===== src/rtl/camera_pkg.sv =====
// ============================================================================
// Module      : camera_pkg
// Description : Shared frame-buffer geometry, capture FSM encoding and
//               RGB332 field layout for the camera / VGA painter pair.
// Revision    : 1.0 - initial release
// ============================================================================
`default_nettype none

package camera_pkg;

    localparam int FB_W     = 160;
    localparam int FB_H     = 120;
    localparam int FB_DEPTH = FB_W * FB_H;

    typedef enum logic [1:0] {
        ST_IDLE       = 2'd0,
        ST_WAIT_FRAME = 2'd1,
        ST_CAPTURE    = 2'd2
    } cap_state_t;

    localparam int RGB332_R_MSB = 7;
    localparam int RGB332_R_LSB = 5;
    localparam int RGB332_G_MSB = 4;
    localparam int RGB332_G_LSB = 2;
    localparam int RGB332_B_MSB = 1;
    localparam int RGB332_B_LSB = 0;

    // b1 = RRRRRGGG, b2 = GGGBBBBB; keep the top bits of each channel.
    function automatic logic [7:0] rgb565_to_rgb332(input logic [7:0] i_b1,
                                                    input logic [7:0] i_b2);
        return {i_b1[7:5], i_b1[2:0], i_b2[4:3]};
    endfunction

endpackage

`default_nettype wire


===== src/rtl/cam_input_sync.sv =====
// ============================================================================
// Module      : cam_input_sync
// Description : Multi-stage synchroniser for the camera bus plus edge
//               detection of pclk/vsync/href; data stays aligned to pclk.
// Revision    : 1.0 - initial release
// ============================================================================
`default_nettype none

module cam_input_sync #(
    parameter int SYNC_STAGES = 2,
    parameter int DATA_W      = 8
) (
    input  logic              clk,
    input  logic              rst_n,
    input  logic              i_pclk,
    input  logic              i_vsync,
    input  logic              i_href,
    input  logic [DATA_W-1:0] i_data,
    output logic              o_pclk_rise,
    output logic              o_vsync_rise,
    output logic              o_vsync_fall,
    output logic              o_href_fall,
    output logic              o_href,
    output logic [DATA_W-1:0] o_data
);

    localparam int C_BUS_W = DATA_W + 3;

    logic [C_BUS_W-1:0] r_sync [SYNC_STAGES];
    logic [2:0]         r_prev;
    logic               w_pclk;
    logic               w_vsync;
    logic               w_href;

    // Data travels through the same chain as pclk, so it is valid on pclk_rise.
    always_ff @(posedge clk or negedge rst_n) begin
        if (!rst_n) begin
            for (int i = 0; i < SYNC_STAGES; i++) begin
                r_sync[i] <= '0;
            end
            r_prev <= '0;
        end else begin
            r_sync[0] <= {i_pclk, i_vsync, i_href, i_data};
            for (int i = 1; i < SYNC_STAGES; i++) begin
                r_sync[i] <= r_sync[i-1];
            end
            r_prev <= {w_pclk, w_vsync, w_href};
        end
    end

    assign {w_pclk, w_vsync, w_href, o_data} = r_sync[SYNC_STAGES-1];

    assign o_pclk_rise  = w_pclk  & ~r_prev[2];
    assign o_vsync_rise = w_vsync & ~r_prev[1];
    assign o_vsync_fall = ~w_vsync & r_prev[1];
    assign o_href_fall  = ~w_href & r_prev[0];
    assign o_href       = w_href;

endmodule

`default_nettype wire


===== src/rtl/ov7670_capture.sv =====
// ============================================================================
// Module      : ov7670_capture
// Description : OV7670 RGB565 stream to 4x-decimated RGB332 frame-buffer
//               writer (pairing, conversion, counters, capture FSM).
// Revision    : 1.0 - initial release
// ============================================================================
`default_nettype none

module ov7670_capture
    import camera_pkg::*;
#(
    parameter int H_ACTIVE    = 640,
    parameter int V_ACTIVE    = 480,
    parameter int DECIM_LOG2  = 2,
    parameter int ADDR_W      = 15,
    parameter int SYNC_STAGES = 2
) (
    input  logic              clk50,
    input  logic              rst,
    input  logic              cam_pclk,
    input  logic              cam_vsync,
    input  logic              cam_href,
    input  logic [7:0]        cam_data,
    input  logic              capture_en,
    output logic              wr_en,
    output logic [ADDR_W-1:0] wr_addr,
    output logic [7:0]        wr_data,
    output logic              frame_done,
    output logic              overflow
);

    localparam logic [9:0]  C_X_LIMIT  = 10'(H_ACTIVE);
    localparam logic [8:0]  C_Y_LIMIT  = 9'(V_ACTIVE);
    localparam logic [14:0] C_ADDR_MAX =
        15'((H_ACTIVE >> DECIM_LOG2) * (V_ACTIVE >> DECIM_LOG2) - 1);

    logic       w_pclk_rise;
    logic       w_vsync_rise;
    logic       w_vsync_fall;
    logic       w_href_fall;
    logic       w_href;
    logic [7:0] w_data;
    logic       w_wr_cond;

    cap_state_t  r_state;
    logic        r_phase;
    logic [7:0]  r_b1;
    logic [9:0]  r_x;
    logic [8:0]  r_y;
    logic [14:0] r_addr;
    logic        r_wr_req;
    logic [7:0]  r_pix;

    cam_input_sync #(
        .SYNC_STAGES (SYNC_STAGES),
        .DATA_W      (8)
    ) u_sync (
        .clk          (clk50),
        .rst_n        (rst),
        .i_pclk       (cam_pclk),
        .i_vsync      (cam_vsync),
        .i_href       (cam_href),
        .i_data       (cam_data),
        .o_pclk_rise  (w_pclk_rise),
        .o_vsync_rise (w_vsync_rise),
        .o_vsync_fall (w_vsync_fall),
        .o_href_fall  (w_href_fall),
        .o_href       (w_href),
        .o_data       (w_data)
    );

    assign w_wr_cond = (r_x[DECIM_LOG2-1:0] == '0) && (r_y[DECIM_LOG2-1:0] == '0)
                    && (r_x < C_X_LIMIT) && (r_y < C_Y_LIMIT);

    always_ff @(posedge clk50 or negedge rst) begin
        if (!rst) begin
            r_state    <= ST_IDLE;
            r_phase    <= 1'b0;
            r_b1       <= '0;
            r_x        <= '0;
            r_y        <= '0;
            r_addr     <= '0;
            r_wr_req   <= 1'b0;
            r_pix      <= '0;
            wr_en      <= 1'b0;
            wr_addr    <= '0;
            wr_data    <= '0;
            frame_done <= 1'b0;
            overflow   <= 1'b0;
        end else begin
            wr_en      <= 1'b0;
            frame_done <= 1'b0;
            r_wr_req   <= 1'b0;

            // Second pipeline stage: commit the pixel unless the buffer is full.
            if (r_wr_req) begin
                if (r_addr > C_ADDR_MAX) begin
                    overflow <= 1'b1;
                end else begin
                    wr_en   <= 1'b1;
                    wr_addr <= ADDR_W'(r_addr);
                    wr_data <= r_pix;
                    r_addr  <= r_addr + 15'd1;
                end
            end

            case (r_state)
                ST_IDLE: begin
                    r_state <= ST_WAIT_FRAME;
                end
                ST_WAIT_FRAME: begin
                    if (w_vsync_fall && capture_en) begin
                        r_state  <= ST_CAPTURE;
                        r_addr   <= '0;
                        r_x      <= '0;
                        r_y      <= '0;
                        r_phase  <= 1'b0;
                        overflow <= 1'b0;
                    end
                end
                ST_CAPTURE: begin
                    if (w_vsync_rise) begin
                        frame_done <= 1'b1;
                        r_state    <= ST_WAIT_FRAME;
                    end else if (w_pclk_rise && w_href) begin
                        r_phase <= ~r_phase;
                        if (!r_phase) begin
                            r_b1 <= w_data;
                        end else begin
                            r_wr_req <= w_wr_cond;
                            r_pix    <= rgb565_to_rgb332(r_b1, w_data);
                            r_x      <= (r_x == '1) ? r_x : r_x + 10'd1;
                        end
                    end else if (w_href_fall) begin
                        r_phase <= 1'b0;
                        r_x     <= '0;
                        r_y     <= (r_y == '1) ? r_y : r_y + 9'd1;
                    end
                end
                default: begin
                    r_state <= ST_IDLE;
                end
            endcase
        end
    end

endmodule

`default_nettype wire

===== config.mk =====
export PLATFORM = sky130hd
export DESIGN_NAME = ov7670_capture
export DESIGN_NICKNAME = d
export VERILOG_FILES = /design/src/rtl/camera_pkg.sv /design/src/rtl/cam_input_sync.sv /design/src/rtl/ov7670_capture.sv
export SDC_FILE = /design/constraint.sdc
export NUM_CORES = 1
export LEC_CHECK = 0
export CAP_MARGIN = 20
export CORE_AREA = 2 2 92 112
export DETAILED_ROUTE_END_ITERATION = 6
export DIE_AREA = 0 0 94 114
export SLEW_MARGIN = 25
export SYNTH_ARGS = -nofsm -noshare
export SYNTH_HDL_FRONTEND = slang
export SYNTH_SLANG_ARGS = --single-unit

===== constraint.sdc =====
create_clock -name clk50 -period 4.3 [get_ports clk50]
set_input_delay 0.645 -clock clk50 [delete_from_list [all_inputs] [get_ports clk50]]
set_output_delay 0.645 -clock clk50 [all_outputs]
set_load 0.05 [all_outputs]

==> Word level (Yosys, flattened, before mapping) <==
Cells that the tools add are included.
{ "word_totals": {"reg_bits": 105, "output_inout_bits": 26, "wordCells": 99} }
{ "classes": {"n_addsub": 3, "magnitude_cmp": 3, "eq_ne": 13, "muxes": 37, "n_bitwise": 11, "reduce_logical": 16} }
{ "ops": {"columns": ["op", "count"], "rows": [
  ["10-bit two-way mux", 6],
  ["15-bit two-way mux", 4],
  ["9-bit two-way mux", 5],
  ["10-bit case mux with 2 select lines", 1],
  ["9-bit case mux with 2 select lines", 1],
  ["1-bit two-way mux", 16],
  ["15-bit by 1-bit adder with 15-bit output, second input constant", 1],
  ["15-bit > comparator, second input constant", 1],
  ["4-bit AND reduction", 3],
  ["6-bit AND reduction", 2],
  ["10-bit by 1-bit adder with 10-bit output, second input constant", 1],
  ["10-bit equality test, second input constant", 1],
  ["10-bit < comparator, second input constant", 1],
  ["9-bit by 1-bit adder with 9-bit output, second input constant", 1],
  ["9-bit equality test, second input constant", 1],
  ["9-bit < comparator, second input constant", 1],
  ["2-bit != test, second input constant", 4],
  ["1-bit inverter", 7],
  ["2-bit logical NOT", 3],
  ["3-bit != test, second input constant", 2],
  ["2-bit case mux with 3 select lines", 1],
  ["1-bit logical AND", 5],
  ["1-bit bitwise AND", 4],
  ["2-bit two-way mux", 2],
  ["7 further kinds", 9]
]} }

==> Logic depth before layout (Yosys ltp) <==
{ "logic_depth": {"depth_word": 8, "mapped_depth": 9, "ltp_nobuf": 8} }

==> Cells and area by module <==
A second synthesis with hierarchy kept.
{ "hier_totals": {"cells_unflattened": 359, "hier_area_um2": 4350.4} }
{ "by_module_without_submodules": {"columns": ["mod", "n_inst", "cells_per_inst", "area_each_um2", "seq_area_each_um2"], "rows": [
  ["ov7670_capture", 1, 322, 3637.2, 1951.9],
  ["cam_input_sync", 1, 37, 713.2, 625.6]
]} }

==> Least setup slack after synthesis <==
Ideal clock, no wire load.
{ "synth_timing": {"path_kind": "flip-flop to flip-flop", "from": "reg r_y[0]", "to": "reg r_y[7]", "arrival_time_ns": 2.197, "required_time_ns": 4.168, "setup_slack_ns": 1.971, "stages_incl_launch_ff": 10, "path_buffers": 1, "period_less_slack_ns": 2.329, "cell_sequence": "dfrtp_1 ha_1 nand4_1 nor2_1 ha_1 or4_1 clkbuf_1 a2111oi_2 xnor2_1 nor2_1"} }
{ "synth_between": {"elab_chain_len": 6, "elab_cells_between_ends": 9, "cone_classes": "add/sub (1); eq/ne (2); mux (5); reduce/logical (1)"} }
{ "synth_rtl": {"columns": ["item", "line", "source"], "rows": [
  ["from (decl)", "ov7670_capture.sv:49", "logic [8:0] r_y;"],
  ["from (signal assigned)", "ov7670_capture.sv:137", "r_y <= (r_y == '1) ? r_y : r_y + 9'd1;"],
  ["9-bit by 1-bit adder with 9-bit output", "ov7670_capture.sv:137", null],
  ["9-bit two-way mux", "ov7670_capture.sv:137", null],
  ["9-bit two-way mux", "ov7670_capture.sv:134", "end else if (w_href_fall) begin"],
  ["9-bit two-way mux", "ov7670_capture.sv:125", "end else if (w_pclk_rise && w_href) begin"],
  ["9-bit two-way mux", "ov7670_capture.sv:122", "if (w_vsync_rise) begin"],
  ["9-bit case mux with 2 select lines", "ov7670_capture.sv:107", "case (r_state)"]
]} }
Several ways; a longest one is shown, not always the timed one. The select of a mux whose other input is x is not followed.
A chain may end at the register's enable or synchronous reset.

==> Final worst setup path <==
{ "layout_timing": {"from": "in capture_en", "to": "reg r_x[5]"} }
{ "layout_between": {"elab_chain_len": 3} }
{ "layout_rtl": {"columns": ["item", "line", "source"], "rows": [
  ["from (decl)", "ov7670_capture.sv:24", "input logic capture_en,"],
  ["1-bit logical AND", "ov7670_capture.sv:112", "if (w_vsync_fall && capture_en) begin"],
  ["2-bit != test (no source line)", null, null],
  ["6-bit AND reduction (no source line)", null, null],
  ["to (signal assigned)", "ov7670_capture.sv:132", "r_x <= (r_x == '1) ? r_x : r_x + 10'd1;"],
  ["to (decl)", "ov7670_capture.sv:48", "logic [9:0] r_x;"]
]} }
Every way passes these cells.

==> results.md <==
* GRT overflow at 0
* Share of flip-flops with an asynchronous set or reset at 1.000
* Seq cells post-synth at 103
* Crit Path Class: in -> reg
* Detailed-route DRC error count at 0
* Clk sinks at 103
* Worst-path fanout max at 11
* CTS tree: done
* DRT antenna net count at 0
* Combinational share of power at 0.032
* Clock root buffer: clkbuf_16
* Fin worst setup slack at 1.816 ns
* Worst vdd ir at 0.1778 mV
* Die X at 94 um
* GPL Wtd Cong at 0.7561
* Worst Hold Class: in -> async
* Max-slew violations at 0
* Register area share after synthesis at 0.6098
* Setup TNS Final at 0 ns
* Pint at 1534 uW
* Crit path launch: capture_en
* Via count at 2,891
* Area Growth Syn to Fin at 19.45%
* Run status: finished, final reports clean
* Clk_skew at 0.005628 ns
* Critical path arrival at 2.77 ns
* Synthesized area per cell at 10.75 um^2
* Post-DP HPWL at 5014 um
* Setup WS pre-CTS at 1.439 ns
* Commonest cells after routing, fill and taps aside: 103 x dfrtp_1, 92 x nand2_1, 38 x clkdlybuf4s50_1
* Part of the power in registers at 0.515
* Final Hold Viols at 0
* Reg2reg path depth at 8
* H-tree depth at 3
* Critical R2R Capture: r_y[7]
* Count of cells resized by post-cts repair at 0
* R2r setup slk at 1.83 ns
* NumNets Final at 452
* Most common cell after layout, fill and taps aside: dfrtp_1
* Worst-path clk slew at 0.07 ns
* Initial antenna violation count at 0
* Worst-Margin Slew at 0.7137 ns
* Area leader, netlist: dfrtp_1
* Ports at 40
* Fin crit share at 0.5778
* Post-Route WL at 7683 um
* Critical path cell sequence: clkdlybuf4s50_1, and3b_1, and3b_1, o211ai_1, or4_1, nand2_1
* Largest net degree at the start of global routing at 81
* Number of buffers added on ports at 39
* Crit path top cell by count: and3b_1
* FILL cells at 864
* Layout cell share with drive strength beyond 1 at 0.1030
* Pleak at 0.002309 uW
* Cells after synthesis at 393
* CP Capture Point: r_x[5]
* Row count at 40
* Die area at 0.01072 mm^2
* Synthesized area at 0.004227 mm^2
* Post-Syn Nets at 413
* Synth cell types at 47
* Startpoint Class: input pin
* Switching Share at 0.2161
* Wire per inst at 13.65 um
* Worst hold margin at 0.3405 ns
* Pwr Density at 387.5 mW/mm^2
* Post-synth EDFFs at 0
* Max stage delay on crit path at 0.56 ns
* Post-DR vias/cell at 5.135
* Relative slew slack at 0.5242
* Maxcap violations at 0
* Syn. warnings at 0
* Diodes inserted at 0
* Max clock buf depth at 2
* Core area at 0.009759 mm^2
* # setup viols final at 0
* Design area at 0.005049 mm^2
* Clock Latency Late Sink at 0.34 ns
* CP endpoint kind: register
* Crit path time final at 2.484 ns
* P_sw at 422.8 uW
* Fmax at 402.5 MHz
* Initial core utilization at 0.4331
* Reg2reg start: r_y[0]
* Hold-fix buffers, CTS at 0
* Post-synth top flop: dfrtp_1
* GRT Overall Usage at 0.1601
* First-pass GRT wire length at 13,540 um
* RSZ-0062 raised after global routing: no
* Num CTS Buffers at 9
* Share of the synthesized area in the top cell type at 0.6098
* CP required at 4.59 ns
* DRT iter0 DRCs at 137
* Setup Buffers After CTS at 0
* Drt first pass iters at 4
* Clk pwr share at 0.454
* Die Span Y at 114 um
* Placed cell area at 0.004715 mm^2
* Vias in the first global route at 2,860
* CP max-delay cell: or4_1
* Top post-synthesis cells by area: dfrtp_1 61%, nand2_1 8.2%, mux2_2 3.7%, o21ai_0 2.8%, nor2_1 2.2%
[per-layer routing]
metal / vias to the layer above / wire, um / GRT usage / part of all wire
li1: 1427 / - / - / -
met1: 1407 / 3575 / 0.2096 / 0.47
met4: 0 / 165 / 0.07826 / 0.021
met2: 45 / 3730 / 0.2576 / 0.49
met3: 12 / 212 / 0.02774 / 0.028
met5: - / 0 / 0 / 0
[Yosys cell counts (2+ instances only)]
cell      number
nand2b_1       4
or4_1          6
nand4b_1       2
nor2_1        25
a31oi_1        2
dfrtp_1      103
clkbuf_1       8
nor2b_1        2
nand3_1       14
o31ai_1        7
inv_1          8
o21ai_0       24
buf_6          2
ha_1           6
or3_1          7
buf_4          3
a21oi_1       16
nand4_1        3
and2_1         2
nand2_1       92
and3_1         3
a211oi_1       3
and3b_1        2
a21o_1         2
mux2_2        14
o21a_1         2
nor3_1         2
or2_2          3
xnor2_1        7
nand3b_1       2
[cells by family (layout without fill, tap and decap cells)]
family / count (synthesis) / in the layout / synth area share
xor+xnor: 7 / 7 / 0.01451
buf+inv: 23 / 67 / 0.02694
fa+ha+maj: 6 / 6 / 0.01776
simple gates: 174 / 174 / 0.1924
compound gates: 66 / 66 / 0.1012
mux: 14 / 14 / 0.03730
flops: 103 / 103 / 0.6098
[cell type report]
type / instances / area (um^2) / area share
flip-flops and latches: 103 / 2577 / 0.5105
multi-input cells: 267 / 1535 / 0.3041
repair buffers: 42 / 414.1 / 0.08203
clock buffers: 9 / 225.2 / 0.04461
well taps: 126 / 157.7 / 0.03123
clock inverters: 7 / 105.1 / 0.02082
inverters: 9 / 33.78 / 0.006691
[stage by stage]
| stage | util | total power, uW | instances |
|---|---|---|---|
| floorplan | - | 1047 | 393 |
| global placement | 0.4831 | 1088 | 547 |
| detailed placement | 0.4831 | 1090 | 547 |
| CTS | 0.5169 | 1987 | 563 |
| global route | 0.5173 | 2034 | 563 |
| finish | 0.5173 | 1956 | 563 |
[power groups by stage]
stage | Combinational [uW] | Sequential [uW] | Clock, uW
6_report | 61.7 | 1010 | 888
5_1_grt | 72.5 | 1010 | 952
4_1_cts | 64.7 | 1010 | 915
3_5_place_dp | 64.6 | 1030 | 0
3_3_place_gp | 62.9 | 1030 | 0
2_1_floorplan | 25.0 | 1020 | 0
[worst max-delay path, delay by kind of cell]
kind                   cells  cell delay [ns]
AO/OA/AOI/OAI              1             0.38
buffers and inverters      1             0.45
AND/OR/NAND/NOR            4             1.29
[worst min-delay path by stage]
stage	start	to	slack [ns]	cells past startpoint
final	rst	r_y[1]	0.34	1
after detailed placement	u_sync.r_sync[18]	u_sync.o_data[7]	0.33	0
after global placement	u_sync.r_sync[17]	u_sync.o_data[6]	0.33	0
after global routing	u_sync.r_sync[20]	u_sync.r_sync[9]	0.36	0
after floorplan	u_sync.r_sync[11]	u_sync.o_data[0]	0.33	0
after CTS	u_sync.r_sync[18]	u_sync.o_data[7]	0.35	0
[registers in the layout, summed over array words and instances (netlist names)]
register	cells
frame_done	1
overflow	1
r_addr	15
r_b1	6
r_phase	1
r_pix	8
r_state	2
r_wr_req	1
r_x	10
r_y	9
u_sync.o_data	8
u_sync.o_href	1
u_sync.r_prev	3
u_sync.r_sync	13
wr_addr	15
wr_data	8
wr_en	1
(Power assumes the default switching activity.)
